`config.mk`:
```
export PLATFORM = sky130hd
export DESIGN_NAME = approx_add_arbiter_flat
export DESIGN_NICKNAME = d
export VERILOG_FILES = /design/src/rtl/approx_add_pkg.sv /design/src/rtl/approx_add_arbiter_if.sv /design/src/rtl/approx_add_arbiter_rr.sv /design/src/rtl/approx_add_arbiter.sv /design/src/flat_wrapper.sv
export SDC_FILE = /design/constraint.sdc
export NUM_CORES = 1
export LEC_CHECK = 0
export BUFFER_PORTS_ARGS = -buffer_cell sky130_fd_sc_hd__buf_2
export CORE_AREA = 2 2 199 201
export DETAILED_ROUTE_END_ITERATION = 6
export DIE_AREA = 0 0 201 203
export GPL_TIMING_DRIVEN = 0
export PLACE_DENSITY = 0.59
export SETUP_SLACK_MARGIN = 0.2
export SLEW_MARGIN = 20
export SYNTH_ARGS = -nofsm -noshare
export SYNTH_HDL_FRONTEND = slang
export SYNTH_HIERARCHICAL = 1
export SYNTH_SLANG_ARGS = --single-unit
```
`constraint.sdc`:
```
create_clock -name clk -period 5.3 [get_ports clk]
set_input_delay 1.06 -clock clk [delete_from_list [all_inputs] [get_ports clk]]
set_output_delay 1.06 -clock clk [all_outputs]
set_load 0.005 [all_outputs]
```
`src/rtl/approx_add_pkg.sv`:
```
// approx_add_pkg
// Shared constants, the S1 operation record and the small helpers used by
// the approximate-adder arbiter and its interface.
//   ADD_W / LVL_W / WIDTH_W : adder, approx-level and width-field widths
//   s1_op_t                 : operation held in the adder-input register
//   width_to_mask(w)        : (2^(w+1))-1, i.e. w+1 low bits set
//   clamp_level(lvl, cap)   : min(lvl, cap)
package approx_add_pkg;

  localparam int ADD_W   = 32;
  localparam int LVL_W   = 3;
  localparam int WIDTH_W = 5;

  typedef struct packed {
    logic [ADD_W-1:0]   a;
    logic [ADD_W-1:0]   b;
    logic [ADD_W-1:0]   mask;
    logic [LVL_W-1:0]   level;
    logic               ci;
    logic [WIDTH_W-1:0] width;
  } s1_op_t;

  // A right shift of all-ones by (31 - w) leaves exactly w+1 low bits set,
  // so w=31 yields the full mask without needing a 33-bit intermediate.
  function automatic logic [ADD_W-1:0] width_to_mask(input logic [WIDTH_W-1:0] w);
    return {ADD_W{1'b1}} >> (WIDTH_W'(ADD_W - 1) - w);
  endfunction

  function automatic logic [LVL_W-1:0] clamp_level(input logic [LVL_W-1:0] lvl,
                                                   input logic [LVL_W-1:0] cap);
    return (lvl > cap) ? cap : lvl;
  endfunction

endpackage

```
`src/rtl/approx_add_arbiter_if.sv`:
```
// approx_add_arbiter_if
// Bundles the requester bus, the adder-side bus, the response channel, the
// level-cap CSR and the op counter of the arbiter.
//   slave  : the arbiter's view (consumes requests, drives the adder inputs,
//            produces responses)
//   master : the surrounding system's view (requesters, adder, consumer)
interface approx_add_arbiter_if #(
  parameter int NUM_REQ = 4,
  parameter int ID_W    = 2
);
  import approx_add_pkg::*;

  logic [NUM_REQ-1:0]         req_valid;
  logic [NUM_REQ-1:0]         req_ready;
  logic [NUM_REQ*ADD_W-1:0]   req_a;
  logic [NUM_REQ*ADD_W-1:0]   req_b;
  logic [NUM_REQ-1:0]         req_ci;
  logic [NUM_REQ*LVL_W-1:0]   req_level;
  logic [NUM_REQ*WIDTH_W-1:0] req_width;
  logic [LVL_W-1:0]           cfg_level_cap;

  logic [ADD_W-1:0]           add_a;
  logic [ADD_W-1:0]           add_b;
  logic                       add_ci;
  logic [ADD_W-1:0]           add_size_enable;
  logic [LVL_W-1:0]           add_approx_level;
  logic [ADD_W-1:0]           add_s;
  logic                       add_co;

  logic                       resp_valid;
  logic                       resp_ready;
  logic [ID_W-1:0]            resp_id;
  logic [ADD_W-1:0]           resp_sum;
  logic                       resp_co;
  logic [31:0]                op_count;

  modport slave (
    input  req_valid, req_a, req_b, req_ci, req_level, req_width, cfg_level_cap,
    output req_ready,
    output add_a, add_b, add_ci, add_size_enable, add_approx_level,
    input  add_s, add_co,
    output resp_valid, resp_id, resp_sum, resp_co, op_count,
    input  resp_ready
  );

  modport master (
    output req_valid, req_a, req_b, req_ci, req_level, req_width, cfg_level_cap,
    input  req_ready,
    input  add_a, add_b, add_ci, add_size_enable, add_approx_level,
    output add_s, add_co,
    input  resp_valid, resp_id, resp_sum, resp_co, op_count,
    output resp_ready
  );

endinterface

```
`src/rtl/approx_add_arbiter_rr.sv`:
```
// rr_arbiter
// Round-robin pointer plus one-hot grant. The grant is combinational from
// valid_i and is forced to zero while stall_i is high.
//   clk, rst_n  : clock, asynchronous active-low reset
//   valid_i     : per-requester request
//   stall_i     : suppresses every grant and freezes the pointer
//   grant_o     : one-hot grant (zero when nothing is granted)
//   grantId_o   : index of the granted requester
module rr_arbiter #(
  parameter int N   = 4,
  parameter int IDW = 2
) (
  input  logic           clk,
  input  logic           rst_n,
  input  logic [N-1:0]   valid_i,
  input  logic           stall_i,
  output logic [N-1:0]   grant_o,
  output logic [IDW-1:0] grantId_o
);

  logic [IDW-1:0] ptr_q;
  logic [IDW-1:0] ptr_d;
  logic [IDW-1:0] cand;
  logic           found;

  // Scan circularly from the pointer; the first valid requester wins.
  always_comb begin
    grant_o   = '0;
    grantId_o = '0;
    found     = 1'b0;
    cand      = '0;
    if (!stall_i) begin
      for (int k = 0; k < N; k++) begin
        cand = IDW'((int'(ptr_q) + k) % N);
        if (!found && valid_i[cand]) begin
          found         = 1'b1;
          grant_o[cand] = 1'b1;
          grantId_o     = cand;
        end
      end
    end
  end

  // A grant is always an accept, so the winner's successor becomes the new
  // highest priority; the explicit wrap keeps non-power-of-two N correct.
  always_comb begin
    ptr_d = ptr_q;
    if (found) begin
      ptr_d = (grantId_o == IDW'(N - 1)) ? '0 : grantId_o + IDW'(1);
    end
  end

  // Pointer register; reset gives requester 0 the highest priority.
  always_ff @(posedge clk or negedge rst_n) begin
    if (!rst_n) begin
      ptr_q <= '0;
    end else begin
      ptr_q <= ptr_d;
    end
  end

endmodule

```
`src/rtl/approx_add_arbiter.sv`:
```
// approx_add_arbiter
// Shares one approximate adder between NUM_REQ requesters: round-robin
// arbitration, an adder-input register (S1) and a response register (S2)
// with valid/ready backpressure, plus a count of completed responses.
//   clk, rst_n : clock, asynchronous active-low reset
//   bus        : requester bus, adder bus, response channel, level cap CSR
//                and op_count (see approx_add_arbiter_if)
module approx_add_arbiter #(
  parameter int NUM_REQ = 4,
  parameter int ID_W    = 2
) (
  input  logic                 clk,
  input  logic                 rst_n,
  approx_add_arbiter_if.slave  bus
);
  import approx_add_pkg::*;

  logic               s2Stall;
  logic               s1Stall;
  logic               accept;
  logic [NUM_REQ-1:0] grant;
  logic [ID_W-1:0]    grantId;
  logic [WIDTH_W-1:0] selWidth;
  logic [ADD_W-1:0]   selMask;
  s1_op_t             selOp;

  s1_op_t             s1Op_q, s1Op_d;
  logic [ID_W-1:0]    s1Id_q, s1Id_d;
  logic               s1Valid_q, s1Valid_d;
  logic [ADD_W-1:0]   respSum_q, respSum_d;
  logic               respCo_q, respCo_d;
  logic [ID_W-1:0]    respId_q, respId_d;
  logic               respValid_q, respValid_d;
  logic [31:0]        opCount_q, opCount_d;

  assign s2Stall = respValid_q & ~bus.resp_ready;
  assign s1Stall = s1Valid_q & s2Stall;
  assign accept  = |grant;

  rr_arbiter #(.N(NUM_REQ), .IDW(ID_W)) u_rr (
    .clk       (clk),
    .rst_n     (rst_n),
    .valid_i   (bus.req_valid),
    .stall_i   (s1Stall),
    .grant_o   (grant),
    .grantId_o (grantId)
  );

  assign selWidth = bus.req_width[int'(grantId)*WIDTH_W +: WIDTH_W];
  assign selMask  = width_to_mask(selWidth);

  // Pick the granted requester's operation; operand bits above the active
  // width are zeroed so the adder never sees stale upper bits.
  always_comb begin
    selOp.a     = bus.req_a[int'(grantId)*ADD_W +: ADD_W] & selMask;
    selOp.b     = bus.req_b[int'(grantId)*ADD_W +: ADD_W] & selMask;
    selOp.mask  = selMask;
    selOp.level = clamp_level(bus.req_level[int'(grantId)*LVL_W +: LVL_W], bus.cfg_level_cap);
    selOp.ci    = bus.req_ci[grantId];
    selOp.width = selWidth;
  end

  // S1: load on accept, hold under stall, otherwise just drop s1Valid and
  // leave the adder inputs as they were.
  always_comb begin
    s1Op_d    = s1Op_q;
    s1Id_d    = s1Id_q;
    s1Valid_d = s1Valid_q;
    if (!s1Stall) begin
      s1Valid_d = accept;
      if (accept) begin
        s1Op_d = selOp;
        s1Id_d = grantId;
      end
    end
  end

  // S2: capture the adder result whenever it can move forward. Only full
  // 32-bit operations report a carry. A consumed response with nothing
  // behind it empties the register.
  always_comb begin
    respSum_d   = respSum_q;
    respCo_d    = respCo_q;
    respId_d    = respId_q;
    respValid_d = respValid_q;
    if (s1Valid_q && !s2Stall) begin
      respValid_d = 1'b1;
      respSum_d   = bus.add_s;
      respCo_d    = (s1Op_q.width == WIDTH_W'(ADD_W - 1)) & bus.add_co;
      respId_d    = s1Id_q;
    end else if (!s1Valid_q && bus.resp_ready) begin
      respValid_d = 1'b0;
    end
    opCount_d = opCount_q + 32'(respValid_q & bus.resp_ready);
  end

  // Pipeline registers; reset drops any in-flight operation silently.
  always_ff @(posedge clk or negedge rst_n) begin
    if (!rst_n) begin
      s1Op_q      <= '0;
      s1Id_q      <= '0;
      s1Valid_q   <= 1'b0;
      respSum_q   <= '0;
      respCo_q    <= 1'b0;
      respId_q    <= '0;
      respValid_q <= 1'b0;
      opCount_q   <= '0;
    end else begin
      s1Op_q      <= s1Op_d;
      s1Id_q      <= s1Id_d;
      s1Valid_q   <= s1Valid_d;
      respSum_q   <= respSum_d;
      respCo_q    <= respCo_d;
      respId_q    <= respId_d;
      respValid_q <= respValid_d;
      opCount_q   <= opCount_d;
    end
  end

  assign bus.req_ready        = grant;
  assign bus.add_a            = s1Op_q.a;
  assign bus.add_b            = s1Op_q.b;
  assign bus.add_ci           = s1Op_q.ci;
  assign bus.add_size_enable  = s1Op_q.mask;
  assign bus.add_approx_level = s1Op_q.level;
  assign bus.resp_valid       = respValid_q;
  assign bus.resp_sum         = respSum_q;
  assign bus.resp_co          = respCo_q;
  assign bus.resp_id          = respId_q;
  assign bus.op_count         = opCount_q;

endmodule

```
`src/flat_wrapper.sv`:
```
// flat-port wrapper written by rule: the top's interface ports become plain ports
module approx_add_arbiter_flat import approx_add_pkg::*;
#(
  parameter int NUM_REQ = 4,
  parameter int ID_W    = 2
)
  (clk, rst_n, bus_req_valid, bus_req_a, bus_req_b, bus_req_ci, bus_req_level, bus_req_width, bus_cfg_level_cap, bus_req_ready, bus_add_a, bus_add_b, bus_add_ci, bus_add_size_enable, bus_add_approx_level, bus_add_s, bus_add_co, bus_resp_valid, bus_resp_id, bus_resp_sum, bus_resp_co, bus_op_count, bus_resp_ready);
  approx_add_arbiter_if #(.NUM_REQ(NUM_REQ), .ID_W(ID_W)) bus_i ();
  input  logic clk;
  input  logic rst_n;
  input wire logic [$bits(bus_i.req_valid)-1:0] bus_req_valid;
  input wire logic [$bits(bus_i.req_a)-1:0] bus_req_a;
  input wire logic [$bits(bus_i.req_b)-1:0] bus_req_b;
  input wire logic [$bits(bus_i.req_ci)-1:0] bus_req_ci;
  input wire logic [$bits(bus_i.req_level)-1:0] bus_req_level;
  input wire logic [$bits(bus_i.req_width)-1:0] bus_req_width;
  input wire logic [$bits(bus_i.cfg_level_cap)-1:0] bus_cfg_level_cap;
  output wire logic [$bits(bus_i.req_ready)-1:0] bus_req_ready;
  output wire logic [$bits(bus_i.add_a)-1:0] bus_add_a;
  output wire logic [$bits(bus_i.add_b)-1:0] bus_add_b;
  output wire logic [$bits(bus_i.add_ci)-1:0] bus_add_ci;
  output wire logic [$bits(bus_i.add_size_enable)-1:0] bus_add_size_enable;
  output wire logic [$bits(bus_i.add_approx_level)-1:0] bus_add_approx_level;
  input wire logic [$bits(bus_i.add_s)-1:0] bus_add_s;
  input wire logic [$bits(bus_i.add_co)-1:0] bus_add_co;
  output wire logic [$bits(bus_i.resp_valid)-1:0] bus_resp_valid;
  output wire logic [$bits(bus_i.resp_id)-1:0] bus_resp_id;
  output wire logic [$bits(bus_i.resp_sum)-1:0] bus_resp_sum;
  output wire logic [$bits(bus_i.resp_co)-1:0] bus_resp_co;
  output wire logic [$bits(bus_i.op_count)-1:0] bus_op_count;
  input wire logic [$bits(bus_i.resp_ready)-1:0] bus_resp_ready;
  assign bus_i.req_valid = bus_req_valid;
  assign bus_i.req_a = bus_req_a;
  assign bus_i.req_b = bus_req_b;
  assign bus_i.req_ci = bus_req_ci;
  assign bus_i.req_level = bus_req_level;
  assign bus_i.req_width = bus_req_width;
  assign bus_i.cfg_level_cap = bus_cfg_level_cap;
  assign bus_req_ready = bus_i.req_ready;
  assign bus_add_a = bus_i.add_a;
  assign bus_add_b = bus_i.add_b;
  assign bus_add_ci = bus_i.add_ci;
  assign bus_add_size_enable = bus_i.add_size_enable;
  assign bus_add_approx_level = bus_i.add_approx_level;
  assign bus_i.add_s = bus_add_s;
  assign bus_i.add_co = bus_add_co;
  assign bus_resp_valid = bus_i.resp_valid;
  assign bus_resp_id = bus_i.resp_id;
  assign bus_resp_sum = bus_i.resp_sum;
  assign bus_resp_co = bus_i.resp_co;
  assign bus_op_count = bus_i.op_count;
  assign bus_i.resp_ready = bus_resp_ready;
  approx_add_arbiter #(.NUM_REQ(NUM_REQ), .ID_W(ID_W)) u_core (.clk(clk), .rst_n(rst_n), .bus(bus_i));
endmodule
```
==> qor_table.md, run 1 <==
| Group | Item | Value |
| --- | --- | --- |
| pwr | VDD IR-drop max | 0.343 mV |
| placement | Post-place setup slack | -0.0326 ns |
| layout | Post-route cell area | 13900 sq um |
| placement | Placement Cell Area | 13200 sq um |
| detailed routing | Sum of routed wire segments on met1 | 14800 microns |
| setup path | Critical register-to-register path startpoint | u_core/u_rr/ptr_q[0]$_DFFE_PN0P_ |
| setup path | Setup slack of the most critical reg-to-reg path | 0.52 ns |
| setup path | Most frequent cell on the critical path | sky130_fd_sc_hd__o21ai_0 |
| timing | Setup repair after global routing missed its margin | false |
| timing | Final setup viols | 0 |
| detailed routing | Number of vias after detailed routing | 8914 |
| logic synthesis | Number of nets produced by synthesis | 1224 |
| clock tree | Reg clk slew, reported paths | 0.07 ns |
| layout | NumNets Final | 1750 |
| layout | Share of post-route cells with drive strength above 1 | 54.7% |
| setup path | Number of cells traversed by the worst register-to-register path | 17 |
| timing | Worst slew pin tran | 1.01 ns |
| setup path | Data arrival time of the worst path | 5.10 ns |
| timing | Headroom to the max-slew limit | 32.4% |
| detailed routing | Iteration count of the initial detailed-routing pass | 5 |
| logic synthesis | Post-Synthesis Cells | 876 |
| logic synthesis | Warnings, synthesis | 6 |
| timing | Final Max Slew Viols | 0 |
| setup path | Peak fanout along the critical path | 10 |
| grt | Total global routing track utilization | 18.7% |
| grt | Global-route wire length before repair | 56500 microns |
| floorplan | Die boundary width | 201 microns |
| setup path | Crit path launch type | flop |
| clock tree | Clock root buffer | sky130_fd_sc_hd__clkbuf_16 |
| logic synthesis | Sequential area share after synthesis | 44.4% |
| logic synthesis | Post-synth cell types | 51 |
| detailed routing | Residual DRC count | 0 |
| logic synthesis | Syn_area_per_cell | 11.4 sq um |
| floorplan | Initial core utilization | 25.9% |
| layout | Filler instances | 3940 |
| detailed routing | WL met3 | 2740 microns |
| run status | Status | complete, no violations |
| clock tree | Number of buffers created by CTS | 17 |
| timing | Final Critical Period | 4.78 ns |
| detailed routing | Post-route ant nets | 0 |
| logic synthesis | Library cell occupying the most area in the post-synthesis netlist | sky130_fd_sc_hd__dfrtp_1 |
| worst hold path | Hold Path Cell Cnt | 1 |
| floorplan | Die Y | 203 microns |
| setup path | Crit path kind | reg2reg |
| logic synthesis | Combined area of all synthesized cells | 9970 sq um |
| pwr | Total power per unit cell area | 698 nW/um^2 |
| run | Number of max-capacitance violations reported | 0 |
| logic synthesis | Area share of the leading cell type in the synthesized netlist | 44.4% |
| clock tree | Clock buffer depth | 2 |
| pwr | Total net switching power | 4350 uW |
| placement | RePlAce Congestion | 0.825 |
| timing | Maximum clock rate | 209 MHz |
| pwr | Leakage | 0.00710 uW |
| clock tree | CTS H-Tree Depth | 4 |
| floorplan | Number of standard-cell rows in the floorplan | 72 |
| timing | Post-route setup TNS | 0 ns |
| pwr | Net Sw Frac | 45.0% |
| setup path | Crit. End Element | flop |
| timing | Largest clock skew in the final design | 0.00952 ns |
| setup path | Critical Path End | u_core/bus.add_approx_level[0]$_DFFE_PN0P_ |
| worst hold path | Hold Path Class | reg2reg |
| detailed routing | Drt via density | 4.61 |
| detailed routing | Wire length per cell after detailed routing | 19.7 microns |
| grt | Overall overflow remaining after global route | 0 |
| setup path | Cell breakdown of the critical path | clkbuf_4, inv_1, ha_1, mux4_2, nor2b_4, o21ai_0, and2_1, nor2_2, buf_6, buf_6, mux4_2, ha_1, nor2b_1, o21ai_0, a32oi_2, mux2i_1, o21ai_0 |
| setup path | Highest cell delay on the worst timing path | 0.54 ns |
| detailed routing | Max layer used | met5 |
| setup path | Data required time at the worst endpoint | 5.62 ns |
| logic synthesis | Most area-consuming cells after synthesis | sky130_fd_sc_hd__dfrtp_1 44%, sky130_fd_sc_hd__mux4_2 17%, sky130_fd_sc_hd__buf_4 7.5%, sky130_fd_sc_hd__nand2_1 6.0%, sky130_fd_sc_hd__mux2_2 4.0% |
| layout | Area Growth Syn to Fin | 39.1% |
| pwr | Gate power share | 62.4% |
| grt | Number of global-route vias before repair | 9516 |
| placement | Number of port buffers | 506 |
| grt | Maximum number of pins on one net before global-route repair | 91 |
| detailed routing | Metal2 WL | 19400 microns |
| timing | Fin crit share | 90.2% |
| floorplan | Number of ports placed on the die boundary | 507 |
| clock tree | Post-CTS Setup Repair Bufs | 0 |
| setup path | CP Launch Point | u_core/u_rr/ptr_q[0]$_DFFE_PN0P_ |
| grt | Antenna violations before repair | 3 |
| timing | Smallest setup slack after layout | 0.518 ns |
| setup path | Endpoint of the worst register-to-register path | u_core/bus.add_approx_level[0]$_DFFE_PN0P_ |
| detailed routing | Total Wirelength | 38100 microns |
| clock tree | Clock tree from TritonCTS | done |
| setup path | Slowest cell on the critical path | sky130_fd_sc_hd__mux4_2 |
| detailed routing | Count of routing violations after the opening detailed-route iteration | 439 |
| pwr | Internal portion of total power | 5320 uW |
| logic synthesis | Count of state elements after synthesis | 177 |
| placement | HPWL Detailed | 30400 microns |
| clock tree | Insertion delay to the later sink of the worst-skew pair | 0.46 ns |
| pwr | Clock share of power | 14.9% |
| floorplan | Core region area | 38500 sq um |
| pwr | Part of the total power dissipated in sequential elements | 22.8% |
| clock tree | Number of sinks handled by clock tree synthesis | 177 |
| floorplan | Area of the die | 40800 sq um |
| timing | Total count of hold-check failures in the final report | 0 |
[placed cells by master, fill, tap and decap left out, types with 4 or more instances in the layout]
cell type,count
sky130_fd_sc_hd__or2_2,6
sky130_fd_sc_hd__nor3_1,4
sky130_fd_sc_hd__and2_1,10
sky130_fd_sc_hd__inv_1,15
sky130_fd_sc_hd__nand4_1,7
sky130_fd_sc_hd__buf_4,99
sky130_fd_sc_hd__a21oi_1,8
sky130_fd_sc_hd__mux4_2,75
sky130_fd_sc_hd__xnor2_1,18
sky130_fd_sc_hd__nor2_1,15
sky130_fd_sc_hd__nand3_1,27
sky130_fd_sc_hd__dfrtp_1,176
sky130_fd_sc_hd__ha_1,13
sky130_fd_sc_hd__and3_1,9
sky130_fd_sc_hd__a21o_1,9
sky130_fd_sc_hd__clkbuf_1,32
sky130_fd_sc_hd__nand2b_1,6
sky130_fd_sc_hd__clkbuf_16,17
sky130_fd_sc_hd__bufinv_16,5
sky130_fd_sc_hd__xor2_1,13
sky130_fd_sc_hd__o21a_1,4
sky130_fd_sc_hd__o21ai_0,47
sky130_fd_sc_hd__mux2i_1,5
sky130_fd_sc_hd__a22o_1,16
sky130_fd_sc_hd__a22oi_1,8
sky130_fd_sc_hd__a32o_1,8
sky130_fd_sc_hd__buf_2,515
sky130_fd_sc_hd__nand2_1,160
sky130_fd_sc_hd__mux2_2,35
[power by group through the flow]
| stage | sequential (uW) | clock (uW) | combinational, uW |
|---|---|---|---|
| 2_1_floorplan | 2170 | 0 | 3760 |
| 3_3_place_gp | 2210 | 0 | 6010 |
| 3_5_place_dp | 2220 | 0 | 6110 |
| 4_1_cts | 2200 | 1490 | 6140 |
| 5_1_grt | 2270 | 1540 | 6630 |
| 6_report | 2200 | 1440 | 6040 |
[metrics by stage]
| step | hold slack, ns | instances | utilization [%] | total power, uW |
|---|---|---|---|---|
| after global placement | 0.455 | 1900 | 34.2 | 8220 |
| after floorplan | 0.436 | 876 | - | 5930 |
| final | 0.472 | 1933 | 36.0 | 9680 |
| after CTS | 0.475 | 1932 | 36.0 | 9830 |
| after detailed placement | 0.456 | 1901 | 34.3 | 8330 |
| after global routing | 0.501 | 1932 | 36.0 | 10400 |
[how the worst min path moves through the flow]
stage | start | endpoint | slack [ns]
finish | u_core/bus.add_size_enable[0]$_DFFE_PN0P_ | u_core/bus.add_size_enable[0]$_DFFE_PN0P_ | 0.47
global route | u_core/s1Id_q[1]$_DFFE_PN0P_ | u_core/s1Id_q[1]$_DFFE_PN0P_ | 0.50
CTS | u_core/bus.add_size_enable[0]$_DFFE_PN0P_ | u_core/bus.add_size_enable[0]$_DFFE_PN0P_ | 0.47
detailed placement | u_core/bus.add_size_enable[0]$_DFFE_PN0P_ | u_core/bus.add_size_enable[0]$_DFFE_PN0P_ | 0.46
global placement | u_core/bus.add_size_enable[0]$_DFFE_PN0P_ | u_core/bus.add_size_enable[0]$_DFFE_PN0P_ | 0.46
floorplan | u_core/bus.add_size_enable[0]$_DFFE_PN0P_ | u_core/bus.add_size_enable[0]$_DFFE_PN0P_ | 0.44
[repair_timing]
item                                    4_1_cts  5_1_grt
endpoints found under the hold margin         0        0
pin swaps                                     0        1
hold buffers                                  0        0
gates resized for setup                       4        6
endpoints found under the setup margin        5        6
[final cells by class]
| cell class | count | area (sq um) | area share (%) |
|---|---|---|---|
| timing repair buffer | 507 | 2570 | 18.5 |
| antenna | 1 | 2.50 | 0.0181 |
| clock buffer | 17 | 425 | 3.07 |
| inverter | 15 | 56.3 | 0.406 |
| tap | 518 | 648 | 4.68 |
| multi-input combinational | 536 | 4530 | 32.7 |
| buffer | 148 | 967 | 6.98 |
| sequential | 177 | 4430 | 32.0 |
| clock inverter | 14 | 228 | 1.64 |
[Yosys cell counts, drive strengths merged]
cell type and n:
o21bai 1, o211ai 3, a22o 16, a21o 9
and3 9, buf 115, and2 10, a22oi 8
mux4 75, a221oi 1, nor4 2, nor3b 1
xnor2 18, nor2 16, nor2b 4, nand4 7
nor3 4, a21oi 8, xor2 13, nand2b 6
nor4b 2, nand3b 1, nand2 160, or4 1
a31oi 1, clkbuf 33, o31ai 1, and4 2
o21a 4, mux2 35, ha 13, a211oi 1
or3 2, a221o 1, or2 9, o21ai 48
and3b 1, a32o 8, nand3 27, mux2i 6
inv 15, a32oi 1, nor4bb 1, dfrtp 177
[flip-flops by register name, indices dropped and copies added (netlist names), 3 cells and up]
name                         flops
u_core/s1Op_q                    4
u_core/bus.add_approx_level      3
u_core/bus.add_size_enable      32
u_core/bus.resp_sum             32
u_core/bus.add_a                32
u_core/bus.add_b                32
u_core/bus.op_count             32
[metal layers]
layer  track usage [%]  up-vias
met5                 0        -
met2              32.8      414
met4              6.61        4
met3              4.99       51
li1                  -     4070
met1              21.9     4375
[cell families (layout without fill, tap and decap cells)]
logic type,Yosys count,count (layout),synth area share [%]
AOI/OAI and AO/OA,111,111,7.39
xor gates and xnor gates,31,31,2.72
adders and majority gates,13,13,1.63
buffers and inverters,163,701,10.2
DFF,177,177,44.4
muxes,116,116,21.5
other,0,1,0
and+or+nand+nor,265,265,12.1
[worst max-delay path: cells and delay by family (launching register included)]
kind | cells | cell delay, ns
simple gates | 4 | 0.72
buf+inv | 4 | 0.78
flops | 1 | 0.45
mux | 3 | 1.29
compound gates | 4 | 0.67
fa+ha+maj | 2 | 0.73
Note: power is estimated with default switching activity, not from simulation.
==> run 2: changes to the inputs <==
==> constraint.sdc (replaced) <==
create_clock -name clk -period 5.3 [get_ports clk]
set_input_delay 1.59 -clock clk [delete_from_list [all_inputs] [get_ports clk]]
set_output_delay 1.59 -clock clk [all_outputs]
set_load 0.005 [all_outputs]
==> run 2 against run 1 <==
Net effect:
- final cell count rose by 0.16%
- register-to-register slack improved by 0.10 ns
- largest cell class unchanged
- clock skew barely moved
- critical path type is now in2reg
==> qor_table.md, run 2 (synthesis gave the netlist of run 1 again) <==
| Group | Item | Value | vs previous |
| --- | --- | --- | --- |
| floorplan | Number of standard-cell rows in the floorplan | 72 | unchanged |
| clock tree | Reg clk slew, reported paths | 0.07 ns | about the same |
| timing | Fin crit share | 92.8% | was 90.2% |
| layout | Share of post-route cells with drive strength above 1 | 54.8% | was 54.7% |
| detailed routing | Drt via density | 4.61 | about the same |
| clock tree | Insertion delay to the later sink of the worst-skew pair | 0.45 ns | was 0.46 ns |
| detailed routing | Count of routing violations after the opening detailed-route iteration | 444 | was 439 |
| grt | Total global routing track utilization | 18.8% | was 18.7% |
| setup path | Data arrival time of the worst path | 5.23 ns | was 5.10 ns |
| clock tree | Number of buffers created by CTS | 17 | unchanged |
| timing | Total count of hold-check failures in the final report | 0 | unchanged |
| timing | Worst slew pin tran | 1.02 ns | was 1.01 ns |
| layout | Area Growth Syn to Fin | 39.4% | was 39.1% |
| setup path | Peak fanout along the critical path | 10 | unchanged |
| layout | Filler instances | 3937 | was 3940 |
| setup path | Data required time at the worst endpoint | 5.62 ns | about the same |
| timing | Hold_ws | 0.472 ns | about the same |
| timing | Setup repair after global routing missed its margin | false | unchanged |
| layout | NumNets Final | 1753 | was 1750 |
| detailed routing | Post-route ant nets | 0 | unchanged |
| detailed routing | Residual DRC count | 0 | unchanged |
| run status | Status | complete, no violations | unchanged |
| floorplan | Core region area | 38500 sq um | unchanged |
| placement | HPWL Detailed | 30400 microns | unchanged |
| setup path | Crit. End Element | flop | unchanged |
| timing | Final Max Slew Viols | 0 | unchanged |
| pwr | Total power per unit cell area | 700 nW/um^2 | was 698 nW/um^2 |
| setup path | Crit path launch type | input port | was flop |
| pwr | Leakage | 0.00712 uW | was 0.00710 uW |
| timing | Maximum clock rate | 203 MHz | was 209 MHz |
| clock tree | Clock tree from TritonCTS | done | unchanged |
| timing | Largest clock skew in the final design | 0.00967 ns | was 0.00952 ns |
| timing | Final Critical Period | 4.92 ns | was 4.78 ns |
| floorplan | Initial core utilization | 25.9% | unchanged |
| run | Number of max-capacitance violations reported | 0 | unchanged |
| floorplan | Die boundary width | 201 microns | unchanged |
| grt | Antenna violations before repair | 3 | unchanged |
| grt | Global-route wire length before repair | 56800 microns | was 56500 microns |
| floorplan | Area of the die | 40800 sq um | unchanged |
| layout | Most common library cell in the layout ignoring fill and taps | sky130_fd_sc_hd__buf_2 | unchanged |
| pwr | VDD IR-drop max | 0.344 mV | was 0.343 mV |
| grt | Maximum number of pins on one net before global-route repair | 91 | unchanged |
| detailed routing | Wire length per cell after detailed routing | 19.8 microns | was 19.7 microns |
| clock tree | CTS H-Tree Depth | 4 | unchanged |
| grt | Number of global-route vias before repair | 9556 | was 9516 |
| floorplan | Die Y | 203 microns | unchanged |
| setup path | Crit path kind | in2reg | was reg2reg |
| grt | Overall overflow remaining after global route | 0 | unchanged |
| worst hold path | Hold Path Class | reg2reg | unchanged |
| clock tree | Clock root buffer | sky130_fd_sc_hd__clkbuf_16 | unchanged |
| placement | RePlAce Congestion | 0.825 | unchanged |
| timing | Final setup viols | 0 | unchanged |
| clock tree | Number of sinks handled by clock tree synthesis | 177 | unchanged |
| placement | Cell count after placement | 1901 | unchanged |
| detailed routing | Total Wirelength | 38300 microns | was 38100 microns |
| detailed routing | Number of vias after detailed routing | 8917 | was 8914 |
| clock tree | Clock buffer depth | 2 | unchanged |
| layout | Post-route non-filler standard cell count | 1936 | was 1933 |
| detailed routing | Iteration count of the initial detailed-routing pass | 5 | unchanged |
| floorplan | Number of ports placed on the die boundary | 507 | unchanged |
| timing | Headroom to the max-slew limit | 32.1% | was 32.4% |
| clock tree | Post-cts hold buffer count | 0 | unchanged |
| layout | Commonest cells after routing, fill and taps aside | 515 x sky130_fd_sc_hd__buf_2, 176 x sky130_fd_sc_hd__dfrtp_1, 160 x sky130_fd_sc_hd__nand2_1, 102 x sky130_fd_sc_hd__buf_4, 75 x sky130_fd_sc_hd__mux4_2 | was 515 x sky130_fd_sc_hd__buf_2, 176 x sky130_fd_sc_hd__dfrtp_1, 160 x sky130_fd_sc_hd__nand2_1, 99 x sky130_fd_sc_hd__buf_4, 75 x sky130_fd_sc_hd__mux4_2 |
| placement | Number of port buffers | 506 | unchanged |
run 2: layout make-up:
type,count,area (sq um),share of cell area [%]
clock inverters,14,228,1.64
diodes,1,2.50,0.0180
flip-flops and latches,177,4430,31.9
repair buffers,510,2590,18.7
inverters,15,56.3,0.405
multi-input cells,536,4540,32.7
well taps,518,648,4.66
clock buffers,17,425,3.06
plain buffers,148,967,6.96
run 2: worst paths after layout:
path / startpoint / to / slack (ns) / cells after the start
hold / removal: u_core/bus.add_size_enable[0]$_DFFE_PN0P_ / u_core/bus.add_size_enable[0]$_DFFE_PN0P_ / 0.47 / 1
max in group asynchronous: rst_n / u_core/bus.add_a[26]$_DFFE_PN0P_ / 3.27 / 2
setup reg to reg: u_core/u_rr/ptr_q[0]$_DFFE_PN0P_ / u_core/bus.add_approx_level[1]$_DFFE_PN0P_ / 0.62 / 17
hold reg to reg: u_core/bus.add_size_enable[0]$_DFFE_PN0P_ / u_core/bus.add_size_enable[0]$_DFFE_PN0P_ / 0.47 / 1
setup / recovery: bus_req_valid[1] / u_core/bus.add_approx_level[1]$_DFFE_PN0P_ / 0.38 / 15
min in group asynchronous: rst_n / u_core/bus.resp_sum[13]$_DFFE_PN0P_ / 1.11 / 1
run 2: worst max-delay path: stages:
cell,delay [ns]
sky130_fd_sc_hd__buf_2,0.13
sky130_fd_sc_hd__mux4_2,0.46
sky130_fd_sc_hd__nor2b_4,0.16
sky130_fd_sc_hd__or3_1,0.37
sky130_fd_sc_hd__and2_1,0.21
sky130_fd_sc_hd__nor2_4,0.13
sky130_fd_sc_hd__buf_6,0.12
sky130_fd_sc_hd__buf_6,0.17
sky130_fd_sc_hd__mux4_2,0.54
sky130_fd_sc_hd__ha_1,0.33
sky130_fd_sc_hd__nor2b_1,0.14
sky130_fd_sc_hd__o21ai_0,0.11
sky130_fd_sc_hd__a32oi_2,0.34
sky130_fd_sc_hd__mux2i_1,0.32
sky130_fd_sc_hd__o21ai_0,0.11
run 2: repair_timing:
item                       CTS  global route
buffers inserted             3             0
setup endpoints to repair    6            28
pin swaps                    0             1
resized for setup            5             9
run 2: stage by stage:
step	util [%]	cell area, sq um	total power [uW]	setup slack, ns	TNS (ns)
finish	36.1	13900	9730	0.384	0
global route	36.1	13900	10500	0.215	0
CTS	36.1	13900	9880	0.232	0
detailed placement	34.3	13200	8330	-0.563	-8.18
global placement	34.2	13100	8220	-0.453	-69.07
floorplan	-	9970	5930	0.232	0
run 2: power by group:
group,switching [uW],internal [uW]
registers,296,1910
clock network,592,845
logic,3480,2610
total,4370,5360
run 2: layer usage:
metal	wire [microns]	vias up	track usage (%)
met3	2700	51	5.01
li1	-	4078	-
met5	21	-	0
met2	19500	405	32.9
met1	15000	4379	22.2
met4	1090	4	6.75
